**config.mk**
```make
export PLATFORM = sky130hd
export DESIGN_NAME = spi_master_flat
export DESIGN_NICKNAME = d
export VERILOG_FILES = /design/src/rtl/spi_pkg.sv /design/src/rtl/spi_master_if.sv /design/src/rtl/spi_clk_divider.sv /design/src/rtl/spi_master.sv /design/src/flat_wrapper.sv
export SDC_FILE = /design/constraint.sdc
export NUM_CORES = 1
export LEC_CHECK = 0
export CAP_MARGIN = 20
export CORE_MARGIN = 4
export CORE_UTILIZATION = 40
export CTS_BUF_LIST = sky130_fd_sc_hd__clkbuf_8 sky130_fd_sc_hd__clkbuf_16
export DETAILED_ROUTE_END_ITERATION = 7
export HOLD_SLACK_MARGIN = 0.12
export PLACE_DENSITY = 0.62
export SYNTH_ARGS = -nofsm -noshare
export SYNTH_HDL_FRONTEND = slang
export SYNTH_SLANG_ARGS = --single-unit
export TNS_END_PERCENT = 100
```
**constraint.sdc**
```tcl
create_clock -name clk -period 1.9 [get_ports clk]
set_input_delay 0.38 -clock clk [delete_from_list [all_inputs] [get_ports clk]]
set_output_delay 0.38 -clock clk [all_outputs]
set_load 0.02 [all_outputs]
```
**src/rtl/spi_pkg.sv**
```systemverilog
// Shared types and helpers for the SPI master: FSM state encoding,
// CPOL/CPHA mode encoding and the sample-edge rule.
package spi_pkg;

  typedef enum logic [1:0] {
    IDLE  = 2'd0,
    SETUP = 2'd1,
    SHIFT = 2'd2,
    HOLD  = 2'd3
  } state_t;

  // {cpol, cpha}
  localparam logic [1:0] MODE_0 = 2'd0;
  localparam logic [1:0] MODE_1 = 2'd1;
  localparam logic [1:0] MODE_2 = 2'd2;
  localparam logic [1:0] MODE_3 = 2'd3;

  // CPHA=0 samples on the rising SCLK edge, CPHA=1 on the falling edge,
  // whatever the idle level.
  function automatic logic sample_on_rise(input logic cpha);
    return !cpha;
  endfunction

endpackage

```
**src/rtl/spi_master_if.sv**
```systemverilog
// Host handshake plus SPI pins of the SPI master, grouped as one bundle.
interface spi_master_if #(
  parameter int DATA_W = 8
);
  logic              start;
  logic              cpol;
  logic              cpha;
  logic [DATA_W-1:0] tx_data;
  logic [DATA_W-1:0] rx_data;
  logic              busy;
  logic              done;
  logic              sclk;
  logic              cs_;
  logic              mosi;
  logic              miso;
  logic              slave_start;

  modport master (
    input  start, cpol, cpha, tx_data, miso,
    output sclk, cs_, mosi, slave_start, rx_data, busy, done
  );

  modport slave (
    output start, cpol, cpha, tx_data, miso,
    input  sclk, cs_, mosi, slave_start, rx_data, busy, done
  );
endinterface

```
**src/rtl/spi_clk_divider.sv**
```systemverilog
// Half-period timebase: down-counter that pulses tick once every CLK_DIV
// cycles, re-phased by restart.
module spi_clk_divider #(
  parameter int CLK_DIV = 4
) (
  input  logic clk,
  input  logic reset,
  input  logic restart,
  output logic tick
);
  localparam int CNT_W = $clog2(CLK_DIV);
  localparam logic [CNT_W-1:0] RELOAD = CNT_W'(CLK_DIV - 1);

  logic [CNT_W-1:0] cnt;

  always_ff @(posedge clk or negedge reset) begin
    if (!reset) begin
      cnt <= RELOAD;
    end else if (restart || cnt == '0) begin
      cnt <= RELOAD;
    end else begin
      cnt <= cnt - CNT_W'(1);
    end
  end

  assign tick = (cnt == '0) && !restart;

endmodule

```
**src/rtl/spi_master.sv**
```systemverilog
// SPI master: one LSB-first full-duplex transfer per start, any CPOL/CPHA mode.
//
// state | meaning
// IDLE  | cs_ high, sclk tracks cpol input, waiting for start
// SETUP | cs_ low, first mosi bit presented, waiting one half-period
// SHIFT | sclk toggling, sampling miso and driving mosi
// HOLD  | sclk back at idle level, cs_ held low one more half-period
module spi_master #(
  parameter int DATA_W  = 8,
  parameter int CLK_DIV = 4
) (
  input logic          clk,
  input logic          reset,
  spi_master_if.master bus
);
  import spi_pkg::*;

  localparam int TGL_W = $clog2(2*DATA_W + 1);
  localparam int SMP_W = $clog2(DATA_W + 1);
  localparam logic [TGL_W-1:0] LAST_TGL = TGL_W'(2*DATA_W - 1);
  localparam logic [SMP_W-1:0] ALL_SMP  = SMP_W'(DATA_W);

  state_t            state;
  logic [1:0]        mode_q;
  logic [DATA_W-1:0] tx_shift;
  logic [DATA_W-1:0] rx_shift;
  logic [TGL_W-1:0]  tgl_cnt;
  logic [SMP_W-1:0]  smp_cnt;
  logic              tick;
  logic              accept;
  logic              cpol_q;
  logic              cpha_q;
  logic              sclk_next;
  logic              sample_now;

  // A start coinciding with the done pulse is dropped, so frames are
  // always separated by at least one idle cycle.
  assign accept     = bus.start && (state == IDLE) && !bus.done;
  assign cpol_q     = (mode_q == MODE_2) || (mode_q == MODE_3);
  assign cpha_q     = (mode_q == MODE_1) || (mode_q == MODE_3);
  assign sclk_next  = ~bus.sclk;
  assign sample_now = (sclk_next == sample_on_rise(cpha_q));

  spi_clk_divider #(.CLK_DIV(CLK_DIV)) u_div (
    .clk     (clk),
    .reset   (reset),
    .restart (accept),
    .tick    (tick)
  );

  always_ff @(posedge clk or negedge reset) begin
    if (!reset) begin
      state           <= IDLE;
      mode_q          <= MODE_0;
      tx_shift        <= '0;
      rx_shift        <= '0;
      tgl_cnt         <= '0;
      smp_cnt         <= '0;
      bus.sclk        <= 1'b0;
      bus.cs_         <= 1'b1;
      bus.mosi        <= 1'b0;
      bus.slave_start <= 1'b0;
      bus.busy        <= 1'b0;
      bus.done        <= 1'b0;
      bus.rx_data     <= '0;
    end else begin
      bus.done <= 1'b0;
      case (state)
        IDLE: begin
          bus.sclk <= bus.cpol;
          if (accept) begin
            mode_q          <= {bus.cpol, bus.cpha};
            tx_shift        <= bus.tx_data;
            rx_shift        <= '0;
            tgl_cnt         <= '0;
            smp_cnt         <= '0;
            bus.mosi        <= bus.tx_data[0];
            bus.cs_         <= 1'b0;
            bus.slave_start <= 1'b1;
            bus.busy        <= 1'b1;
            state           <= SETUP;
          end
        end
        // The tick that ends SETUP is also the first sclk toggle.
        SETUP, SHIFT: begin
          if (tick) begin
            bus.sclk <= sclk_next;
            tgl_cnt  <= tgl_cnt + TGL_W'(1);
            if (sample_now) begin
              rx_shift <= {bus.miso, rx_shift[DATA_W-1:1]};
              smp_cnt  <= smp_cnt + SMP_W'(1);
            end else if (smp_cnt != '0 && smp_cnt < ALL_SMP) begin
              tx_shift <= tx_shift >> 1;
              bus.mosi <= tx_shift[1];
            end
            state <= (tgl_cnt == LAST_TGL) ? HOLD : SHIFT;
          end
        end
        HOLD: begin
          if (tick) begin
            bus.sclk        <= cpol_q;
            bus.cs_         <= 1'b1;
            bus.slave_start <= 1'b0;
            bus.busy        <= 1'b0;
            bus.done        <= 1'b1;
            bus.rx_data     <= rx_shift;
            state           <= IDLE;
          end
        end
        default: state <= IDLE;
      endcase
    end
  end

endmodule

```
**src/flat_wrapper.sv**
```systemverilog
// flat-port wrapper written by rule: the top's interface ports become plain ports
module spi_master_flat import spi_pkg::*;
#(
  parameter int DATA_W  = 8,
  parameter int CLK_DIV = 4
)
  (clk, reset, bus_start, bus_cpol, bus_cpha, bus_tx_data, bus_miso, bus_sclk, bus_cs_, bus_mosi, bus_slave_start, bus_rx_data, bus_busy, bus_done);
  spi_master_if #(.DATA_W(DATA_W)) bus_i ();
  input logic clk;
  input logic reset;
  input wire logic [$bits(bus_i.start)-1:0] bus_start;
  input wire logic [$bits(bus_i.cpol)-1:0] bus_cpol;
  input wire logic [$bits(bus_i.cpha)-1:0] bus_cpha;
  input wire logic [$bits(bus_i.tx_data)-1:0] bus_tx_data;
  input wire logic [$bits(bus_i.miso)-1:0] bus_miso;
  output wire logic [$bits(bus_i.sclk)-1:0] bus_sclk;
  output wire logic [$bits(bus_i.cs_)-1:0] bus_cs_;
  output wire logic [$bits(bus_i.mosi)-1:0] bus_mosi;
  output wire logic [$bits(bus_i.slave_start)-1:0] bus_slave_start;
  output wire logic [$bits(bus_i.rx_data)-1:0] bus_rx_data;
  output wire logic [$bits(bus_i.busy)-1:0] bus_busy;
  output wire logic [$bits(bus_i.done)-1:0] bus_done;
  assign bus_i.start = bus_start;
  assign bus_i.cpol = bus_cpol;
  assign bus_i.cpha = bus_cpha;
  assign bus_i.tx_data = bus_tx_data;
  assign bus_i.miso = bus_miso;
  assign bus_sclk = bus_i.sclk;
  assign bus_cs_ = bus_i.cs_;
  assign bus_mosi = bus_i.mosi;
  assign bus_slave_start = bus_i.slave_start;
  assign bus_rx_data = bus_i.rx_data;
  assign bus_busy = bus_i.busy;
  assign bus_done = bus_i.done;
  spi_master #(.DATA_W(DATA_W), .CLK_DIV(CLK_DIV)) u_core (.clk(clk), .reset(reset), .bus(bus_i));
endmodule
```
# Word level (Yosys, flattened, before mapping)
# Index checks and enable logic that the tools add are counted.
totals:
  ff_bits: 44
  word_cells: 94
op_classes:
  add_sub_neg: 3
  n_lt_le_gt_ge: 1
  n_eq_ne: 14
  muxes: 38
  n_bitwise: 1
  n_reduce_logical: 24
op_table:
  columns: ["cell", "count"]
  rows:
  - ["8-bit 2-to-1 mux", 7]
  - ["8-bit case mux with 2 select lines", 2]
  - ["1-bit 2-to-1 mux", 13]
  - ["4-bit 2-to-1 mux", 3]
  - ["5-bit 2-to-1 mux", 2]
  - ["5-bit case mux with 2 select lines", 1]
  - ["3-bit AND reduction", 3]
  - ["2-bit == test (second input constant)", 4]
  - ["2-bit 2-to-1 mux", 4]
  - ["2-bit by 1-bit != test with 1-bit output (second input constant)", 4]
  - ["4-bit case mux with 2 select lines", 1]
  - ["1-bit case mux with 2 select lines", 3]
  - ["2-bit case mux with 3 select lines", 1]
  - ["2-bit AND reduction", 3]
  - ["5-bit by 1-bit adder with 5-bit output (second input constant)", 1]
  - ["5-bit by 4-bit == test with 1-bit output (second input constant)", 1]
  - ["5-bit AND reduction", 1]
  - ["4-bit by 1-bit adder with 4-bit output (second input constant)", 1]
  - ["2-bit by 1-bit == test with 1-bit output (second input constant)", 2]
  - ["1-bit logical AND", 4]
  - ["2-bit logical NOT", 2]
  - ["4-bit less-than comparator (second input constant)", 1]
  - ["2-bit != test (second input constant)", 2]
  - ["4-bit AND reduction", 1]
  - ["9 further kinds", 14]

# Depth between registers and ports, before layout
# Gate-level depths: netlist of run 1.
logic_depth:
  ltp_word: 7
  ltp_mapped: 7
  ltp_nobuf: 6

# Cells and area by module
# Synthesis of run 1 repeated with hierarchy kept, for this count alone.
hier_totals:
  cells_unflattened: 161
  hier_area_um2: 2011.9
modules_own_cells:
  columns: ["mod", "n_inst", "cells_per_inst", "area_per_inst_um2", "seq_area_each_um2"]
  rows:
  - ["spi_master", 1, 153, 1913.1, 1027.2]
  - ["spi_clk_divider", 1, 8, 98.8, 52.6]

# Worst setup path after synthesis of run 1
# OpenSTA, ideal clock, no wires.
synth_timing:
  path_type: "reg-to-reg"
  from: "register u_core.u_div.cnt[0]"
  to: "register u_core.tx_shift[0]"
  setup_time_ps: 125
  arrival_time_ps: 1704
  t_required_ps: 1775
  setup_slack_ps: 71
  path_stages_with_launch: 7
  n_path_buf: 0
  path_cell_list: "dfstp_2 > inv_1 > ha_1 > nor3b_4 > nor4b_4 > nor2_2 > mux2_2"
synth_via:
  elab_chain_cells: 4
synth_lines:
  columns: ["item", "line", "text"]
  rows:
  - ["start: declaration", "spi_clk_divider.sv:14", "logic [CNT_W-1:0] cnt;"]
  - ["start signal: assignment", "spi_clk_divider.sv:22", "cnt <= cnt - CNT_W'(1);"]
  - ["2-bit logical NOT", "spi_clk_divider.sv:26", "assign tick = (cnt == '0) && !restart;"]
  - ["1-bit logical AND", "spi_clk_divider.sv:26", null]
  - ["2-bit by 1-bit != test with 1-bit output (no source line)", null, null]
  - ["5-bit AND reduction (no source line)", null, null]
  - ["end signal: assignment", "spi_master.sv:73", "tx_shift <= bus.tx_data;"]
  - ["end signal: assignment", "spi_master.sv:93", "tx_shift <= tx_shift >> 1;"]
  - ["end: declaration", "spi_master.sv:25", "logic [DATA_W-1:0] tx_shift;"]
# No other way between the ends.
# A chain may end at the register's enable or synchronous reset.

# Final worst setup path of run 1
layout_timing:
  from: "register u_core.bus.cs_"
  to: "output bus_cs_"
layout_lines:
  columns: ["item", "line", "text"]
  rows:
  - ["start: declaration", "spi_master_if.sv:20", "output sclk, cs_, mosi, slave_start, rx_data, busy, done"]
  - ["start signal: assignment", "spi_master.sv:60", "bus.cs_ <= 1'b1;"]
  - ["start signal: assignment", "spi_master.sv:78", "bus.cs_ <= 1'b0;"]
  - ["start signal: assignment", "spi_master.sv:102", "bus.cs_ <= 1'b1;"]
  - ["end: declaration", "flat_wrapper.sv:17", "output wire logic [$bits(bus_i.cs_)-1:0] bus_cs_;"]
# No word-level cell between the ends.

==> impl_metrics.py, run 1 <==
metrics = {
    "run_status": {
        "status": "completed",
    },
    "power": {
        "power_leakage_nw": 1.20,
        "cellPowerDensity_nw_per_um2": 1480,
        "ir_drop_mv": 0.567,
        "power.total_w": 0.00388,
    },
    "cts": {
        "clock_sinks": 43,
        "insertion_delay_ns": 0.29,
        "htreeDepth": 2,
        "cts_buffers": 5,
        "clockBufferDepth": 2,
        "clk_pin_slew_ns": 0.08,
        "cts_root_buf": "clkbuf_8",
        "cts_tree": "built",
        "post-cts-setup-buffers": 0,
    },
    "floorplanning": {
        "ioPinCount": 28,
        "start_util_pct": 42.0,
        "die_w_um": 78.9,
        "die_h_um": 78.9,
        "die_area_um2": 6230,
        "coreArea_um2": 4790,
        "row_count": 25,
    },
    "setup_path": {
        "cp.required_ns": 1.52,
        "worstPathCellList": "clkdlybuf4s50_1",
        "cp-start-kind": "flop",
        "cpMaxStageDelayCell": "clkdlybuf4s50_1",
        "crit_buf_inv": 1,
        "endpoint_kind": "output pin",
        "reg2reg_to": "u_core.smp_cnt[2]$_DFFE_PN0P_",
        "cp_top_family": "buffers and inverters",
        "regToRegSetupSlack_ns": 0.10,
        "crit_fanout": 3,
        "rr_startpoint": "u_core.u_div.cnt[0]$_DFF_PN1_",
        "cp.arrival_ns": 1.44,
        "crit_path_max_incr_delay_ns": 0.60,
        "path_class": "flop to output pin",
        "reg2regPathDepth": 7,
    },
    "grt": {
        "track_usage_pct": 14.1,
        "grt-ovfl-total": 0,
        "grt_first_pass_wirelength_mm": 6.85,
        "grt_pass1_vias": 1478,
        "antenna_found_initial": 0,
        "grt_max_degree": 17,
    },
    "finish": {
        "final_cell_mix": "dfrtp_1 (40), mux2_2 (26), clkdlybuf4s50_1 (26)",
        "layout_commonest_cell": "dfrtp_1",
        "multiInputGateArea_um2": 880,
        "syn_to_final_growth_pct": 30.2,
        "seq_area_um2": 1080,
        "drive_gt1_share_pct": 29.0,
        "fillers": 404,
        "antenna_cells": 0,
        "fin_nets": 233,
        "final_util_pct": 54.7,
    },
    "logic_synthesis": {
        "synthFlopType": "dfrtp_1",
        "synth-seq-area-share_pct": 53.7,
        "yosys.area.top_type": "dfrtp_1",
        "netlist_top_cells_area": "dfrtp_1 (50%), mux2_2 (15%), ha_1 (5.6%), dfstp_2 (3.9%), a22o_1 (3.9%)",
        "syn_area_per_cell_um2": 12.3,
        "synth_cell_types": 35,
        "yosysWarnings": 0,
        "synth_enable_flop_cells": 0,
        "synth-seq-cells": 43,
        "synth_top_area_share_pct": 49.8,
        "netlist_instances": 163,
        "async_reset_ff_share_pct": 100,
        "syn_nets": 186,
        "synth_area_um2": 2010,
    },
    "hold_path": {
        "holdPathStages": 1,
        "min-delay-start": "u_core.u_div.cnt[0]$_DFF_PN1_",
        "holdPathEnd": "u_core.u_div.cnt[0]$_DFF_PN1_",
        "hold_class": "flop to flop",
    },
    "drt": {
        "drt-pass1-iter-count": 4,
        "vias": 1370,
        "wl_met2_mm": 2.05,
        "drtIter0Drc": 41,
        "route.detailed.drc": 0,
        "drt-total-wl_mm": 4.01,
        "wl_met1_mm": 1.78,
        "wl_per_cell_um": 14.5,
        "wl_met3_um": 143,
        "routed.top_layer": "met4",
        "ant_nets": 0,
        "via_per_inst": 4.95,
    },
    "sta": {
        "hold_violations": 0,
        "max_freq_mhz": 550,
        "setup_viol": 0,
        "rsz0062_at_grt": "false",
        "fin_crit_sh_pct": 95.7,
        "finalMaxSlewViolations": 0,
        "fin_crit_ns": 1.82,
        "worstMarginPinSlew_ns": 0.367,
        "final.setup_skew_ns": 0.00624,
        "slew_headroom_pct": 75.5,
    },
    "place": {
        "io_buffers": 27,
        "place_congestion": 0.826,
        "hpwl_mm": 2.98,
    },
    "run": {
        "cap_viol_max_count": 0,
    },
}
-- flip-flops by register name, summed over array words and instances, names as in the netlist --
| name | cells |
|---|---|
| u_core.bus.sclk | 1 |
| u_core.mode_q | 2 |
| u_core.bus.rx_data | 8 |
| u_core.tx_shift | 8 |
| u_core.u_div.cnt | 2 |
| u_core.rx_shift | 8 |
| u_core.tgl_cnt | 5 |
| u_core.bus.cs_ | 1 |
| u_core.state | 2 |
| u_core.bus.done | 1 |
| u_core.smp_cnt | 4 |
| u_core.bus.slave_start | 1 |
-- how the worst max path moves through the flow --
stage                                       start                              to  slack (ns)  cells past startpoint
global route          u_core.state[0]$_DFFE_PN0P_  u_core.tx_shift[0]$_DFFE_PN0P_        0.02                      7
detailed placement                      bus_start  u_core.tx_shift[2]$_DFFE_PN0P_        -0.1                      7
floorplan           u_core.u_div.cnt[0]$_DFF_PN1_  u_core.tx_shift[0]$_DFFE_PN0P_        0.07                      6
CTS                   u_core.state[0]$_DFFE_PN0P_  u_core.tx_shift[2]$_DFFE_PN0P_        0.02                      7
finish                 u_core.bus.cs_$_DFFE_PN1P_                         bus_cs_        0.08                      1
global placement                        bus_start  u_core.tx_shift[2]$_DFFE_PN0P_       -0.06                      7
-- cells by family (layout without fill, tap and decap cells) --
kind of cell | Yosys count | after routing | synth area share (%)
buffers and inverters | 16 | 63 | 3.30
flip-flops | 43 | 43 | 53.7
adder cells (fa/ha/maj) | 9 | 9 | 5.60
XOR/XNOR | 2 | 2 | 0.871
AO/OA/AOI/OAI | 29 | 29 | 10.5
AND/OR/NAND/NOR | 36 | 36 | 10.5
multiplexers | 28 | 28 | 15.6
-- Yosys cell counts (2+ instances only) --
master     n
a21oi_1    6
nor2b_1    4
a21boi_0   2
nand4_1    2
nand3_1    4
mux2_2    26
nand2_1    9
o21ai_0    4
inv_1     11
nor2_1     8
dfrtp_1   40
dfstp_2    3
a22o_1     9
and3_1     2
ha_1       9
mux2i_1    2
nand2b_1   2
clkbuf_1   2
buf_2      2
-- area by class of cell --
type	instances	share of cell area, %
Timing Repair Buffer	45	16.3
Sequential cell	43	41.2
Clock buffer	5	2.63
Multi-Input combinational cell	104	33.6
Inverter	11	1.58
Clock inverter	2	1.43
Tap cell	67	3.20
-- metrics by stage --
step                hold slack, ns  instances  worst slack [ns]  setup TNS [ns]  area (µm²)
CTS                          0.450        277            0.0239               0        2600
global route                 0.465        277            0.0223               0        2620
detailed placement           0.279        269           -0.0961          -0.877        2490
finish                       0.445        277            0.0821               0        2620
floorplan                   0.0844        163            0.0714               0        2010
global placement             0.273        269           -0.0599          -0.463        2490
-- where the power goes --
part | total (W) | switching, W | leakage (nW) | internal (W)
clock | 0.000686 | 0.000302 | 0.0502 | 0.000384
combinational | 0.00193 | 0.000912 | 0.594 | 0.00102
sequential | 0.00126 | 0.000121 | 0.557 | 0.00114
total | 0.00388 | 0.00133 | 1.20 | 0.00255
-- what timing repair did --
action	in CTS	in global routing
gates resized for setup	0	4
hold endpoints to repair	8	0
endpoints found under the setup margin	0	8
hold buffers	1	0
-- layer usage --
metal / GRT usage, % / up-vias
met5: 0 / -
met4: 4.64 / 0
met2: 23.3 / 32
li1: - / 663
met3: 3.40 / 5
met1: 18.2 / 670
No activity file was read; power rests on OpenSTA's default activity.
==> inputs of run 2 (changes only) <==
--- a/config.mk
+++ b/config.mk
@@ -5,13 +5,14 @@
 export SDC_FILE = /design/constraint.sdc
 export NUM_CORES = 1
 export LEC_CHECK = 0
+export ABC_AREA = 1
 export CAP_MARGIN = 20
 export CORE_MARGIN = 4
 export CORE_UTILIZATION = 40
 export CTS_BUF_LIST = sky130_fd_sc_hd__clkbuf_8 sky130_fd_sc_hd__clkbuf_16
 export DETAILED_ROUTE_END_ITERATION = 7
 export HOLD_SLACK_MARGIN = 0.12
-export PLACE_DENSITY = 0.62
+export PLACE_DENSITY = 0.61
 export SYNTH_ARGS = -nofsm -noshare
 export SYNTH_HDL_FRONTEND = slang
 export SYNTH_SLANG_ARGS = --single-unit
==> run 2 against run 1 <==
Effect of this change: register-to-register slack better by 0.06 ns; setup slack worse by 0.023 ns; global-route usage fell by 0.56 points; worst hold slack improved by 0.035 ns; via count rose by 24%; flip-flop and latch count stayed put; final cell count grew 30%; maximum frequency is 1.3% lower; first-iteration DRC count rose by 150%; wire length up 8.8%; clock skew rose by 0.0022 ns; clock power is 8.0% lower; largest power group unchanged.
==> impl_metrics.py, run 2 <==
metrics = {
    "logic_synthesis": {
        "synthTopCellsByCount": "nand2_1 (82), dfrtp_1 (40), inv_1 (30)",
        "synth_enable_flop_cells": 0,
        "netlist_top_cells_area": "dfrtp_1 (44%), nand2_1 (13%), ha_1 (4.9%), inv_1 (4.9%), nand3_2 (4.8%)",
        "yosys.area.top_type": "dfrtp_1",
        "yosysMostFrequentCell": "nand2_1",
        "yosysWarnings": 0,
        "synth_area_um2": 2280,
        "syn_area_per_cell_um2": 8.89,
        "async_reset_ff_share_pct": 100,
        "netlist_instances": 257,
        "synth-seq-area-share_pct": 47.3,
        "synth_top_area_share_pct": 43.8,
        "synth_cell_types": 28,
        "syn_nets": 280,
        "synth-seq-cells": 43,
        "synthFlopType": "dfrtp_1",
    },
    "floorplanning": {
        "row_count": 27,
        "die_area_um2": 6980,
        "start_util_pct": 41.5,
        "coreArea_um2": 5510,
        "ioPinCount": 28,
        "die_w_um": 83.6,
        "die_h_um": 83.6,
    },
    "finish": {
        "layout_commonest_cell": "nand2_1",
        "antenna_cells": 0,
        "drive_gt1_share_pct": 17.3,
        "syn_to_final_growth_pct": 19.0,
        "top_regs": "u_core.bus.rx_data: 8 flops, u_core.rx_shift: 8 flops, u_core.tx_shift: 8 flops",
        "fin_nets": 311,
        "design_area_um2": 2720,
        "final_cell_mix": "nand2_1 (82), dfrtp_1 (40), inv_1 (29)",
    },
    "setup_path": {
        "crit_fanout": 2,
        "reg2reg_to": "u_core.tx_shift[4]$_DFFE_PN0P_",
        "cpMaxStageDelayCell": "clkdlybuf4s50_1",
        "cp_top_family": "buffers and inverters",
        "crit_cells": 1,
        "cp.required_ns": 1.52,
        "endpoint_kind": "output pin",
        "startpoint": "u_core.bus.cs_$_DFFE_PN1P_",
        "crit_path_max_incr_delay_ns": 0.60,
        "rr_startpoint": "u_core.state[0]$_DFFE_PN0P_",
        "path_class": "flop to output pin",
        "cp.arrival_ns": 1.46,
        "crit_end": "bus_cs_",
        "regToRegSetupSlack_ns": 0.16,
        "cp-start-kind": "flop",
        "crit_buf_inv": 1,
        "worstPathCellList": "clkdlybuf4s50_1",
        "reg2regPathDepth": 7,
    },
    "grt": {
        "grt_max_degree": 26,
        "grt-ovfl-total": 0,
        "grt_pass1_vias": 1689,
        "grt_first_pass_wirelength_mm": 7.82,
        "antenna_found_initial": 0,
        "track_usage_pct": 13.5,
    },
    "cts": {
        "clock_sinks": 43,
        "cts_root_buf": "clkbuf_8",
        "clk_pin_slew_ns": 0.09,
        "cts_buffers": 5,
        "cts_tree": "built",
        "clockBufferDepth": 2,
        "insertion_delay_ns": 0.31,
        "htreeDepth": 2,
    },
    "sta": {
        "layout_setup_ws_ns": 0.0591,
        "setup_viol": 0,
        "rsz0062_at_grt": "false",
        "final.setup_skew_ns": 0.00839,
        "slew_headroom_pct": 63.5,
        "hold_violations": 0,
        "finalMaxSlewViolations": 0,
        "max_freq_mhz": 543,
        "worstMarginPinSlew_ns": 0.547,
        "finalSetupTns_ns": 0,
        "fin_crit_sh_pct": 96.9,
        "fin_crit_ns": 1.84,
    },
    "power": {
        "ir_drop_mv": 0.743,
        "cellPowerDensity_nw_per_um2": 1580,
        "power_leakage_nw": 1.28,
        "power.total_w": 0.00430,
    },
    "drt": {
        "drt-pass1-iter-count": 4,
        "drt-total-wl_mm": 4.37,
        "wl_per_cell_um": 12.1,
        "via_per_inst": 4.70,
        "drtIter0Drc": 102,
        "route.detailed.drc": 0,
        "ant_nets": 0,
        "vias": 1696,
    },
    "run_status": {
        "status": "completed",
    },
    "place": {
        "place_congestion": 0.785,
        "place_area_um2": 2610,
        "dp_slack_ns": 0.0371,
        "io_buffers": 27,
        "hpwl_mm": 3.11,
    },
    "hold_path": {
        "hold_class": "flop to flop",
    },
    "run": {
        "cap_viol_max_count": 0,
    },
}
## run 2: worst min-delay path by stage
stage,startpoint,to,slack [ns],depth (start not counted)
final,u_core.u_div.cnt[0]$_DFF_PN1_,u_core.u_div.cnt[0]$_DFF_PN1_,0.48,1
after global routing,u_core.u_div.cnt[0]$_DFF_PN1_,u_core.u_div.cnt[0]$_DFF_PN1_,0.51,1
after CTS,u_core.u_div.cnt[0]$_DFF_PN1_,u_core.u_div.cnt[0]$_DFF_PN1_,0.48,1
after detailed placement,reset,u_core.bus.slave_start$_DFFE_PN0P_,0.40,1
after global placement,reset,u_core.bus.slave_start$_DFFE_PN0P_,0.39,1
after floorplan,reset,u_core.bus.done$_DFF_PN0_,0.08,0
## run 2: cells by family after synthesis
logic type	Yosys count	synth area share, %
AO/OA/AOI/OAI	30	9.80
XOR/XNOR	2	0.767
adder cells (fa/ha/maj)	9	4.93
buffers and inverters	42	8.93
flip-flops	43	47.3
AND/OR/NAND/NOR	131	28.3
## run 2: repair_timing
item / 4_1_cts / 5_1_grt
buffers inserted: 0 / 0
hold buffers: 1 / 0
endpoints found under the hold margin: 19 / 0
resized for setup: 0 / 2
endpoints found under the setup margin: 0 / 15
## run 2: layout make-up
type / count / area (µm²)
Multi-Input combinational cell: 172 / 1010
Clock inverter: 3 / 26.3
Sequential cell: 43 / 1080
Timing Repair Buffer: 32 / 318
Tap cell: 72 / 90.1
Fill cell: 516 / 2790
Inverter: 34 / 128
Clock buffer: 5 / 68.8
## run 2: per-layer routing
layer / GRT usage [%] / vias to the layer above / wire length (µm)
met1: 17.1 / 799 / 2050
li1: - / 870 / -
met4: 4.39 / 0 / 60
met2: 22.3 / 20 / 2140
met5: 0 / - / 0
met3: 3.75 / 7 / 115
## run 2: report_power, final
group | internal [W] | leakage, nW | total [W] | switching, W
Clock | 0.000271 | 0.0491 | 0.000631 | 0.000360
Sequential | 0.00125 | 0.539 | 0.00146 | 0.000213
Combinational | 0.000843 | 0.694 | 0.00221 | 0.00136
## run 2: through the flow
stage	hold slack, ns	utilization, %	instances
floorplan	0.0844	-	257
global placement	0.392	47.3	352
finish	0.480	49.4	361
global route	0.513	49.4	361
detailed placement	0.399	47.3	352
CTS	0.481	49.2	361
